## config.mk

```make
export PLATFORM = sky130hd
export DESIGN_NAME = uart_receiver
export DESIGN_NICKNAME = d
export VERILOG_FILES = /design/src/rtl/uart_pkg.sv /design/src/rtl/rx_baud_tick.sv /design/src/rtl/uart_receiver.sv
export SDC_FILE = /design/constraint.sdc
export NUM_CORES = 1
export LEC_CHECK = 0
export BUFFER_PORTS_ARGS = -buffer_cell sky130_fd_sc_hd__buf_2
export CAP_MARGIN = 20
export CORE_ASPECT_RATIO = 1.4
export CORE_UTILIZATION = 49
export DETAILED_ROUTE_END_ITERATION = 10
export PLACE_DENSITY = 0.75
export REMOVE_ABC_BUFFERS = 1
export SLEW_MARGIN = 20
export SYNTH_ARGS = -nofsm -noshare
export SYNTH_HDL_FRONTEND = slang
export SYNTH_SLANG_ARGS = --single-unit
```

## constraint.sdc

```tcl
create_clock -name clock -period 3.75 [get_ports clock]
set_input_delay 0 -clock clock [delete_from_list [all_inputs] [get_ports clock]]
set_output_delay 0 -clock clock [all_outputs]
set_load 0.005 [all_outputs]
```

## src/rtl/uart_pkg.sv

```systemverilog
// Shared types and constants for the UART receive path: FSM states, baud table,
// frame geometry, oversample sample points and the per-baud divisor function.
package uart_pkg;

   typedef enum logic [2:0] {IDLE, START, DATA, PARITY, STOP, BREAK} rx_state_e;

   localparam int BAUD_RATE [8] = '{300, 1200, 4800, 9600, 19200, 38400, 57600, 115200};

   localparam int FRAME_DATA_BITS = 8;

   // Sample points within a 16-tick bit; the majority vote is ready at TICK_S2.
   localparam int TICK_S0  = 7;
   localparam int TICK_MID = 8;
   localparam int TICK_S2  = 9;
   localparam int TICK_END = 15;

   // Rounded clock cycles per oversample tick.
   function automatic int baud_div(input int clk_hz, input logic [2:0] sel);
      return (clk_hz + 8 * BAUD_RATE[sel]) / (16 * BAUD_RATE[sel]);
   endfunction

endpackage

```

## src/rtl/rx_baud_tick.sv

```systemverilog
// Oversample tick generator: one-cycle tick every divisor cycles, held cleared
// while i_restart is high so ticks line up with the detected start edge.
module rx_baud_tick
   import uart_pkg::*;
#(
   parameter int CLK_FREQ_HZ = 50_000_000
) (
   input  logic       clock,
   input  logic       reset,
   input  logic       i_restart,
   input  logic [2:0] i_baud_sel,
   output logic       o_tick
);
   localparam int CW = $clog2(baud_div(CLK_FREQ_HZ, 3'd0) + 1);

   logic [7:0][CW-1:0] w_div_m1;
   logic [CW-1:0]      r_cnt;

   for (genvar g = 0; g < 8; g++) begin : g_div
      assign w_div_m1[g] = CW'(baud_div(CLK_FREQ_HZ, 3'(g)) - 1);
   end

   assign o_tick = !i_restart && (r_cnt == w_div_m1[i_baud_sel]);

   always_ff @(posedge clock or negedge reset) begin
      if (!reset)
         r_cnt <= '0;
      else if (i_restart || o_tick)
         r_cnt <= '0;
      else
         r_cnt <= r_cnt + CW'(1);
   end

endmodule

```

## src/rtl/uart_receiver.sv

```systemverilog
// UART receiver for 8E1 frames: 2-flop RxD synchroniser, 16x oversampled frame
// FSM with 3-sample majority vote, and registered byte/strobe/error outputs.
module uart_receiver
   import uart_pkg::*;
#(
   parameter int CLK_FREQ_HZ = 50_000_000,
   parameter int OVERSAMPLE  = 16
) (
   input  logic       clock,
   input  logic       reset,
   input  logic [2:0] baud_select,
   input  logic       Rx_EN,
   input  logic       RxD,
   output logic [7:0] Rx_DATA,
   output logic       Rx_VALID,
   output logic       Rx_PERROR,
   output logic       Rx_FERROR
);
   localparam int TW = $clog2(OVERSAMPLE);

   rx_state_e                  r_state, w_next;
   logic                       r_sync1, r_sync2, r_rx_prev;
   logic [2:0]                 r_baud;
   logic [TW-1:0]              r_tcnt;
   logic [3:0]                 r_bit;
   logic [FRAME_DATA_BITS-1:0] r_shift, r_data;
   logic                       r_s7, r_s8, r_bitval;
   logic                       r_valid, r_perr, r_ferr;
   logic                       w_rx, w_tick, w_restart, w_start;
   logic                       w_mid, w_end, w_maj, w_deliver;

   assign w_rx      = r_sync2;
   assign w_restart = (r_state == IDLE);
   assign w_start   = (r_state == IDLE) && Rx_EN && r_rx_prev && !w_rx;
   assign w_maj     = (r_s7 & r_s8) | (r_s7 & w_rx) | (r_s8 & w_rx);
   assign w_mid     = w_tick && (r_tcnt == TW'(TICK_S2));
   assign w_end     = w_tick && (r_tcnt == TW'(TICK_END));

   rx_baud_tick #(.CLK_FREQ_HZ(CLK_FREQ_HZ)) u_tick (
      .clock      (clock),
      .reset      (reset),
      .i_restart  (w_restart),
      .i_baud_sel (r_baud),
      .o_tick     (w_tick)
   );

   always_ff @(posedge clock or negedge reset) begin
      if (!reset) r_state <= IDLE;
      else        r_state <= w_next;
   end

   // START hands over to DATA at mid-bit; the first end-of-bit seen in DATA is
   // still the start bit's tail, hence r_bit begins at all-ones.
   always_comb begin
      w_next    = r_state;
      w_deliver = 1'b0;
      case (r_state)
         IDLE:   if (w_start) w_next = START;
         START:  if (w_tick && r_tcnt == TW'(TICK_MID)) w_next = w_rx ? IDLE : DATA;
         DATA:   if (w_end && r_bit == 4'(FRAME_DATA_BITS - 1)) w_next = PARITY;
         PARITY: if (w_end) w_next = STOP;
         STOP: begin
            if (w_mid) begin
               w_deliver = 1'b1;
               w_next    = w_maj ? IDLE : BREAK;
            end
         end
         BREAK:  if (w_rx) w_next = IDLE;
         default: w_next = IDLE;
      endcase
      if (!Rx_EN) begin
         w_next    = IDLE;
         w_deliver = 1'b0;
      end
   end

   always_ff @(posedge clock or negedge reset) begin
      if (!reset) begin
         r_sync1   <= 1'b1;
         r_sync2   <= 1'b1;
         r_rx_prev <= 1'b1;
         r_baud    <= '0;
         r_tcnt    <= '0;
         r_bit     <= '1;
         r_shift   <= '0;
         r_s7      <= 1'b0;
         r_s8      <= 1'b0;
         r_bitval  <= 1'b0;
         r_data    <= '0;
         r_valid   <= 1'b0;
         r_perr    <= 1'b0;
         r_ferr    <= 1'b0;
      end else begin
         r_sync1   <= RxD;
         r_sync2   <= r_sync1;
         r_rx_prev <= r_sync2;
         r_valid   <= w_deliver;

         if (r_state == IDLE) begin
            r_tcnt <= '0;
            r_bit  <= '1;
         end else if (w_tick) begin
            r_tcnt <= r_tcnt + TW'(1);
         end

         if (w_start) begin
            r_baud <= baud_select;
            r_perr <= 1'b0;
            r_ferr <= 1'b0;
         end

         if (w_tick && r_tcnt == TW'(TICK_S0))  r_s7 <= w_rx;
         if (w_tick && r_tcnt == TW'(TICK_MID)) r_s8 <= w_rx;
         if (w_mid)                             r_bitval <= w_maj;

         if (r_state == DATA && w_end) begin
            if (r_bit != '1) r_shift <= {r_bitval, r_shift[FRAME_DATA_BITS-1:1]};
            r_bit <= r_bit + 4'd1;
         end

         // r_bitval still holds the parity vote when the stop decision is made.
         if (w_deliver) begin
            r_data <= r_shift;
            r_perr <= (^r_shift) ^ r_bitval;
            r_ferr <= ~w_maj;
         end
      end
   end

   assign Rx_DATA   = r_data;
   assign Rx_VALID  = r_valid;
   assign Rx_PERROR = r_perr;
   assign Rx_FERROR = r_ferr;

endmodule
```

Yosys cells after proc, flatten, opt, wreduce, memory -nomap -nowiden
Memory sizes are Yosys's and may differ from the RTL's.
Cells that the tools add are included.
Widths: inputs -> output; s select.
{"block": "classes", "add_sub_neg": 3, "order_cmp": 1, "n_eq_ne": 18, "mux": 22, "bitwise_logic": 7, "reduce_logical": 20}
{"op": "$mux 14", "count": 2}
{"op": "$mux 3", "count": 8}
{"op": "$ne 3x3->1 const B", "count": 6}
{"op": "$pmux 3 s6", "count": 1}
{"op": "$mux 4", "count": 4}
{"op": "$add 14x1->14 const B", "count": 1}
{"op": "$eq 14x14->1", "count": 1}
{"op": "$eq 4x4->1 const B", "count": 3}
{"op": "$logic_and 1x1->1", "count": 10}
{"op": "$add 4x1->4 const B", "count": 2}
{"op": "$eq 4x3->1 const B", "count": 2}
{"op": "$reduce_xor 8->1", "count": 1}
{"op": "$eq 3x2->1 const B", "count": 2}
{"op": "$eq 3x3->1 const B", "count": 2}
{"op": "$mux 1", "count": 6}
{"op": "$reduce_and 6->1", "count": 1}
{"op": "$reduce_bool 2->1", "count": 3}
{"op": "$lt 3x4->1 const B", "count": 1}
{"op": "$ne 4x4->1 const B", "count": 1}
{"op": "$and 1x1->1", "count": 3}
{"op": "$eq 3x1->1 const B", "count": 1}
{"op": "$logic_not 3->1", "count": 1}
{"op": "$logic_not 1->1", "count": 2}
{"op": "$mux 2", "count": 1}
{"op": "5 further kinds", "count": 6}
{"block": "word_totals", "ff_bits": 53, "mem_bits_ro": 112, "in_bits": 7, "output_inout_bits": 11, "elab_cells": 88, "memories": 1}
{"memory": "(name not given)", "words": 8, "word_bits": 14, "read_ports": 1, "rd_ports_with_merged_regs": 0, "wr": 0, "line_no": "rx_baud_tick.sv:23", "source": "assign o_tick = !i_restart && (r_cnt == w_div_m1[i_baud_sel]);"}

Logic depth before layout (Yosys ltp)
Gate-level depths: netlist of run 1.
{"block": "logic_depth", "ltp_word": 9, "mapped_depth": 11, "mapped_depth_nobuf": 9}

By module
Synthesis of run 1 repeated with hierarchy kept, for this count alone.
{"block": "unflattened", "hier_cells": 256, "hier_area_um2": 2847.7}
{"mod": "uart_receiver", "n_inst": 1, "cells_per_inst": 143, "area_each_um2": 1844.3, "seq_area_each_um2": 984.7}
{"mod": "rx_baud_tick", "n_inst": 1, "cells_per_inst": 113, "area_each_um2": 1003.5, "seq_area_each_um2": 350.3}

Worst setup path after synthesis of run 1
Ideal clock, no wire load.
{"block": "synth_timing", "path_type": "flip-flop to flip-flop", "start": "register r_baud[0]", "end": "register r_shift[0]", "setup_time_ps": 125, "arrival_ps": 3125, "required_ps": 3625, "slack_ps": 501, "stages_incl_launch_ff": 10, "n_path_buf": 1, "period_less_slack_ps": 3249, "path_cell_list": "dfrtp_1 -> inv_1 -> ha_1 -> xor2_1 -> or3_1 -> o31a_1 -> or4_1 -> buf_2 -> a311oi_4 -> mux2_2"}
{"block": "synth_between", "elab_chain_len": 7}
{"item": "start, declared", "line_no": "uart_receiver.sv:23", "source": "logic [2:0] r_baud;"}
{"item": "start signal, assigned", "line_no": "uart_receiver.sv:107", "source": "r_baud <= baud_select;"}
{"item": "$mem_v2 8x14"}
{"item": "$mux 14 (not written as such)", "line_no": "rx_baud_tick.sv:23"}
{"item": "$eq 14x14->1", "line_no": "rx_baud_tick.sv:23"}
{"item": "$logic_and 1x1->1", "line_no": "rx_baud_tick.sv:23"}
{"item": "$logic_and 1x1->1", "line_no": "uart_receiver.sv:37", "source": "assign w_end = w_tick && (r_tcnt == TW'(TICK_END));"}
{"item": "$logic_and 1x1->1", "line_no": "uart_receiver.sv:116", "source": "if (r_state == DATA && w_end) begin"}
{"item": "$reduce_and 2->1 (no source line)"}
{"item": "end signal, assigned", "line_no": "uart_receiver.sv:117", "source": "if (r_bit != '1) r_shift <= {r_bitval, r_shift[FRAME_DATA_BITS-1:1]};"}
{"item": "end, declared", "line_no": "uart_receiver.sv:26", "source": "logic [FRAME_DATA_BITS-1:0] r_shift, r_data;"}
No other way between the ends. The select of a mux whose other input is x is not followed.
A chain may end at the register's enable or synchronous reset.

Final worst setup path of run 1
{"block": "layout_timing", "start": "register r_baud[0]", "end": "register r_shift[5]"}
The elaborated chain is that of the path after synthesis.

==> results of run 1 <==
## placed cells by master (no fill, tap or decap), drive strengths merged, types with 7 or more instances in the layout
cell   Yosys  layout
buf        4      19
dfrtp     46      46
dfstp      7       7
ha        10      10
inv       13      14
mux2      22      22
mux2i      7       7
nand2     15      15
nand3     17      17
nor2      34      34
xnor2     17      17
xor2      15      15
## worst reg2reg max path: cells and delay by family (launching register included)
family | cells | cell delay [ps]
simple gates | 2 | 1020
compound gates | 2 | 860
flops | 1 | 490
mux | 1 | 390
fa+ha+maj | 1 | 380
xor+xnor | 1 | 200
buf+inv | 1 | 130
## cell type report
type                            instances  area (sq um)  share of cell area, %
Clock buffer                            5         68.82                  2.160
Clock inverter                          3         25.02                 0.7855
Sequential cell                        53          1335                  41.91
Tap cell                               68         85.08                  2.671
Timing Repair Buffer                   25         160.2                  5.027
Multi-Input combinational cell        200          1463                  45.92
Inverter                               13         48.80                  1.532
## per-stage QoR
step,instance area (sq um),power [mW],utilization (%)
6_report,3186,1.333,56.83
4_1_cts,3186,1.345,56.83
2_1_floorplan,2846,0.9112,-
5_1_grt,3186,1.411,56.83
3_5_place_dp,3032,1.000,54.08
3_3_place_gp,3032,0.9926,54.08
## per-layer routing
| layer | part of all wire, % | up-vias | global-route usage, % |
|---|---|---|---|
| li1 | - | 1000 | - |
| met1 | 44 | 1010 | 24.40 |
| met2 | 53 | 23 | 33.75 |
| met3 | 2.1 | 10 | 3.818 |
| met4 | 1.7 | 0 | 6.560 |
| met5 | 0 | - | 0 |
## cell families (layout without fill, tap and decap cells)
kind of cell,after synthesis,in the layout,share of synthesized area (%)
XOR/XNOR,32,32,9.689
multiplexers,29,29,10.99
AND/OR/NAND/NOR,99,99,16.70
buffers and inverters,24,46,3.288
AO/OA/AOI/OAI,29,29,8.521
flip-flops,53,53,46.15
adder cells (fa/ha/maj),11,11,4.671
## power groups by stage
| stage | Clock, mW | Sequential [mW] | Combinational [mW] |
|---|---|---|---|
| 3_5_place_dp | 0 | 0.670 | 0.331 |
| 2_1_floorplan | 0 | 0.653 | 0.258 |
| 4_1_cts | 0.347 | 0.659 | 0.339 |
| 5_1_grt | 0.369 | 0.666 | 0.375 |
| 3_3_place_gp | 0 | 0.666 | 0.326 |
| 6_report | 0.337 | 0.660 | 0.337 |
## what timing repair did
action | in CTS | in global routing
buffers inserted | 0 | 0
hold buffers | 6 | 0
hold endpoints to repair | 52 | 0
## path summary, 6_finish.rpt
path                       slack (ps)                         to  cells after the start                  start
max                               170     r_shift[5]$_DFFE_PN0P_                      8  r_baud[0]$_DFFE_PN0P_
min                               330  u_tick.r_cnt[7]$_DFF_PN0_                      3                  reset
max reg2reg                       170     r_shift[5]$_DFFE_PN0P_                      8  r_baud[0]$_DFFE_PN0P_
min reg2reg                       360          r_sync2$_DFF_PN1_                      0      r_sync1$_DFF_PN1_
max in group asynchronous        2970      Rx_FERROR$_DFFE_PN0P_                      3                  reset
min in group clock                330          r_sync1$_DFF_PN1_                      2                    RxD
## registers in the layout (all words and copies together) (netlist names), 3 cells and up
name,flops
Rx_DATA,8
r_baud,3
r_bit,4
r_shift,8
r_state,3
r_tcnt,4
u_tick.r_cnt,14
==> impl_metrics.csv, run 1 <==
group,metric,value,unit
setup_path,criticalPathCategory,"flip-flop to flip-flop",
logic_synthesis,synth_area_leaders,"dfrtp_1 40%, mux2_2 8.2%, dfstp_2 6.4%",
clocking,cts_buffer_depth,2,
setup_path,critPathArrivalTime,3780,ps
global_routing,overflow,0,
setup_path,worstPathCellList,"inv_1 > ha_1 > xor2_1 > or3_1 > o31a_1 > or4_1 > a311oi_4 > mux2_2",
logic_synthesis,synthTopCellsByCount,"46 x dfrtp_1, 34 x nor2_1, 21 x mux2_2",
detailed_routing,viasPerCell,5.567,
global_routing,grt_max_degree,54,
power_and_ir_drop,combPwrFrac,25.3,%
detailed_routing,wl_per_cell,14.65,um
sta,tightest_slew,870.3,ps
clocking,clk_pin_slew,100,ps
setup_path,start_kind,"flip-flop",
power_and_ir_drop,swShare,33.85,%
sta,grt_setup_unrepaired,"false",
global_routing,grt_pass1_wl,9328,um
die,die_y,92.91,um
sta,setup_ws,171.3,ps
die,fp.dieW,66.94,um
logic_synthesis,syn_area,2893,sq um
setup_path,crit_fanout,8,
placement,dpl_worst_slack,207.6,ps
die,num_io_pins,18,
outcome,status,"complete, no violations",
placement,dpl.hpwl,3810,um
die,std_cell_rows,32,
clocking,cts.sinks,53,
die,fp.coreArea,5605,sq um
power_and_ir_drop,pwr_density_cell,418.6,nW/um^2
die,initial_core_util,51.61,%
logic_synthesis,synth_largest_area_cell,"dfrtp_1",
detailed_routing,drtPass1Iterations,4,
placement,dp_cells,353,
power_and_ir_drop,clkPwrFrac,25.2,%
cells_and_area,drive_gt1_share,21.07,%
detailed_routing,drcViolationCount,0,
global_routing,grt_pass1_vias,2003,
power_and_ir_drop,p_int,0.8821,mW
cells_and_area,final_cell_count_no_fill,367,
cells_and_area,n_antenna_cell,0,
sta,slew_viol_final,0,
detailed_routing,ant_nets,0,
sta,period_share,95.43,%
clocking,cts-resized-gates,0,
power_and_ir_drop,p_leak,1.510,nW
clocking,h-tree-depth,2,
setup_path,path_delay_family,"simple AND/OR/NAND/NOR gates",
sta,whs,328.8,ps
clocking,numCtsBuffers,5,
logic_synthesis,synth_cell_types,47,
setup_path,path_buf_inv,1,
detailed_routing,first_iter_violations,135,
logic_synthesis,synth_seq_cells,53,
logic_synthesis,synth_edf_count,0,
die,dieArea,6219,sq um
setup_path,cpMaxStageDelayCell,"or4_1",
setup_path,cp.required,3950,ps
logic_synthesis,ys.flop_type,"dfrtp_1",
sta,period_minus_slack,3579,ps
sta,hold_viol_final,0,
detailed_routing,vias,2043,
logic_synthesis,synth.most_common_cell,"dfrtp_1",
power_and_ir_drop,sequentialPowerShare,49.5,%
logic_synthesis,netlist.area_leader.share,39.79,%
logic_synthesis,netlist_instances,277,
cells_and_area,fin_nets,315,
sta,fmax,279.4,MHz
placement,globalplace.congestion,0.8895,
logic_synthesis,avgSynthCellArea,10.44,sq um
clocking,cts-root-buf,"clkbuf_8",
power_and_ir_drop,ir_worst_vdd,0.2867,mV
global_routing,antenna_found_initial,0,
logic_synthesis,ys_async_sr_fraction,100.0,%
power_and_ir_drop,p_switching,0.4513,mW
sta,setup_violations,0,
job,drv_cap,0,
cells_and_area,syn_to_final_growth,10.12,%
logic_synthesis,yosysWarnings,0,
logic_synthesis,seq_area_frac_synth,46.15,%
sta,fin_skew,5.979,ps
detailed_routing,postRouteWirelength,5375,um
setup_path,end_kind,"flip-flop",
sta,maxSlewHeadroom,41.53,%
global_routing,track_usage,19.77,%
clocking,cts_tree,"yes",
sta,tns,0,ps
placement,io_buffers,17,
setup_path,slowest_delay,700,ps
cells_and_area,fill_cells,502,
min_path,hold_path_class,"primary input to asynchronous set/reset pin",
clocking,worstSkewPairLatency,310,ps
No activity file was read; power rests on OpenSTA's default activity.
==> inputs of run 2 (changes only) <==
--- a/config.mk
+++ b/config.mk
@@ -10,7 +10,7 @@
 export CORE_ASPECT_RATIO = 1.4
 export CORE_UTILIZATION = 49
 export DETAILED_ROUTE_END_ITERATION = 10
-export PLACE_DENSITY = 0.75
+export PLACE_DENSITY = 0.76
 export REMOVE_ABC_BUFFERS = 1
 export SLEW_MARGIN = 20
 export SYNTH_ARGS = -nofsm -noshare
==> impl_metrics.csv, run 2 (synthesized netlist as in run 1, its figures left out) <==
group,metric,value,unit
outcome,status,"complete, no violations",
sta,setup_violations,0,
cells_and_area,fill_cells,482,
clocking,cts_setup_buffers,0,
power_and_ir_drop,pwr_density_cell,424.5,nW/um^2
power_and_ir_drop,p_leak,1.526,nW
global_routing,track_usage,20.82,%
cells_and_area,n_antenna_cell,0,
placement,io_buffers,17,
die,dieArea,6219,sq um
cells_and_area,syn_to_final_growth,10.77,%
setup_path,cp.required,3950,ps
cells_and_area,drive_gt1_share,21.59,%
detailed_routing,vias,2043,
placement,dpl_worst_slack,198.1,ps
detailed_routing,first_iter_violations,92,
global_routing,antenna_found_initial,0,
setup_path,crit_fanout,7,
sta,grt_setup_unrepaired,"false",
detailed_routing,drtPass1Iterations,4,
cells_and_area,multiInputGateArea,1463,sq um
clocking,numCtsBuffers,5,
detailed_routing,viasPerCell,5.537,
sta,hold_viol_final,0,
detailed_routing,wl_per_cell,15.14,um
cells_and_area,seq_area,1335,sq um
sta,period_share,94.34,%
cells_and_area,fin_nets,317,
clocking,clk_pin_slew,100,ps
sta,fmax,282.7,MHz
global_routing,overflow,0,
setup_path,criticalPathCategory,"flip-flop to flip-flop",
clocking,h-tree-depth,2,
clocking,worstSkewPairLatency,310,ps
die,std_cell_rows,32,
cells_and_area,final_cell_count_no_fill,369,
min_path,hold_path_class,"primary input to asynchronous set/reset pin",
cells_and_area,final_common_cell,"dfrtp_1",
cells_and_area,regMostFlops,"u_tick.r_cnt",
job,drv_cap,0,
die,die_y,92.91,um
die,fp.dieW,66.94,um
placement,dp_cells,355,
global_routing,grt_pass1_wl,9756,um
sta,slew_viol_final,0,
clocking,cts-resized-gates,0,
sta,tns,0,ps
detailed_routing,postRouteWirelength,5588,um
cells_and_area,final_util,57.17,%
sta,tightest_slew,534.7,ps
sta,period_minus_slack,3538,ps
clocking,cts-root-buf,"clkbuf_8",
detailed_routing,ant_nets,0,
sta,maxSlewHeadroom,64.35,%
clocking,cts_buffer_depth,2,
cells_and_area,final_cell_mix,"46 x dfrtp_1, 34 x nor2_1, 21 x mux2_2",
clocking,cts_tree,"yes",
global_routing,grt_pass1_vias,2071,
power_and_ir_drop,ir_worst_vdd,0.2643,mV
clocking,cts.sinks,53,
global_routing,grt_max_degree,39,
cells_and_area,postLayoutCellArea,3204,sq um
setup_path,end_kind,"flip-flop",
setup_path,critPathArrivalTime,3740,ps
placement,dpl.hpwl,4123,um
sta,setup_ws,212.3,ps
die,num_io_pins,18,
die,fp.coreArea,5605,sq um
sta,fin_skew,6.334,ps
die,initial_core_util,51.61,%
cells_and_area,largest_reg_flops,14,
setup_path,start_kind,"flip-flop",
placement,globalplace.congestion,0.9154,
placement,placed_area,3047,sq um
detailed_routing,drcViolationCount,0,
==> run 2: cell types whose count changed in the layout (fill, tap and decap cells not counted), sizes merged <==
| cell | change |
|---|---|
| inv | +2 |
| clkinv | -1 |
| buf | +2 |
| clkinvlp | -1 |
==> run 2: final timing paths <==
| path | start | cells after the start | endpoint | slack, ps |
|---|---|---|---|---|
| min in group clock | RxD | 2 | r_sync1$_DFF_PN1_ | 330 |
| setup reg to reg | r_baud[0]$_DFFE_PN0P_ | 9 | r_s7$_DFFE_PN0P_ | 210 |
| setup / recovery | r_baud[0]$_DFFE_PN0P_ | 9 | r_s7$_DFFE_PN0P_ | 210 |
| max in group asynchronous | reset | 3 | r_sync2$_DFF_PN1_ | 2820 |
| hold / removal | reset | 2 | u_tick.r_cnt[9]$_DFF_PN0_ | 120 |
| hold reg to reg | r_sync1$_DFF_PN1_ | 0 | r_sync2$_DFF_PN1_ | 360 |
==> run 2: area by class of cell <==
cell class                      count  area share, %
Sequential cell                    53          41.66
Clock inverter                      3         0.8981
Clock buffer                        5          2.148
Tap cell                           68          2.655
Multi-Input combinational cell    200          45.65
Timing Repair Buffer               27          5.467
Inverter                           13          1.523
==> run 2: where the power goes <==
part / leakage, nW / switching, mW / total (mW) / internal [mW]
logic: 0.766 / 0.212 / 0.372 / 0.160
registers: 0.708 / 0.0462 / 0.645 / 0.598
clock network: 0.0511 / 0.203 / 0.344 / 0.141
==> run 2: critical path, cell delays in order (launching register included) <==
cell,delay (ps)
dfrtp_1,480
inv_1,130
ha_1,380
xor2_1,200
or3_1,310
o31a_1,300
or4_1,700
or2_2,360
nor3_1,190
mux2_2,370
==> run 2: per-stage QoR <==
| stage | hold slack, ps | power (mW) |
|---|---|---|
| finish | 124.2 | 1.360 |
| global route | 153.4 | 1.451 |
| CTS | 131.7 | 1.373 |
| detailed placement | -61.33 | 1.016 |
| global placement | -67.15 | 1.005 |
| floorplan | -295.6 | 0.9112 |
==> run 2: routing by layer <==
layer	global-route usage (%)	up-vias	share of wire, %
met5	0	-	0
met3	3.818	10	2.5
li1	-	998	-
met2	35.69	34	53
met1	25.30	1001	43
met4	7.801	0	1.9
==> run 2: what timing repair did <==
item / in CTS / in global routing
hold buffers: 6 / 0
hold endpoints to repair: 21 / 0
setup endpoints to repair: 0 / 9
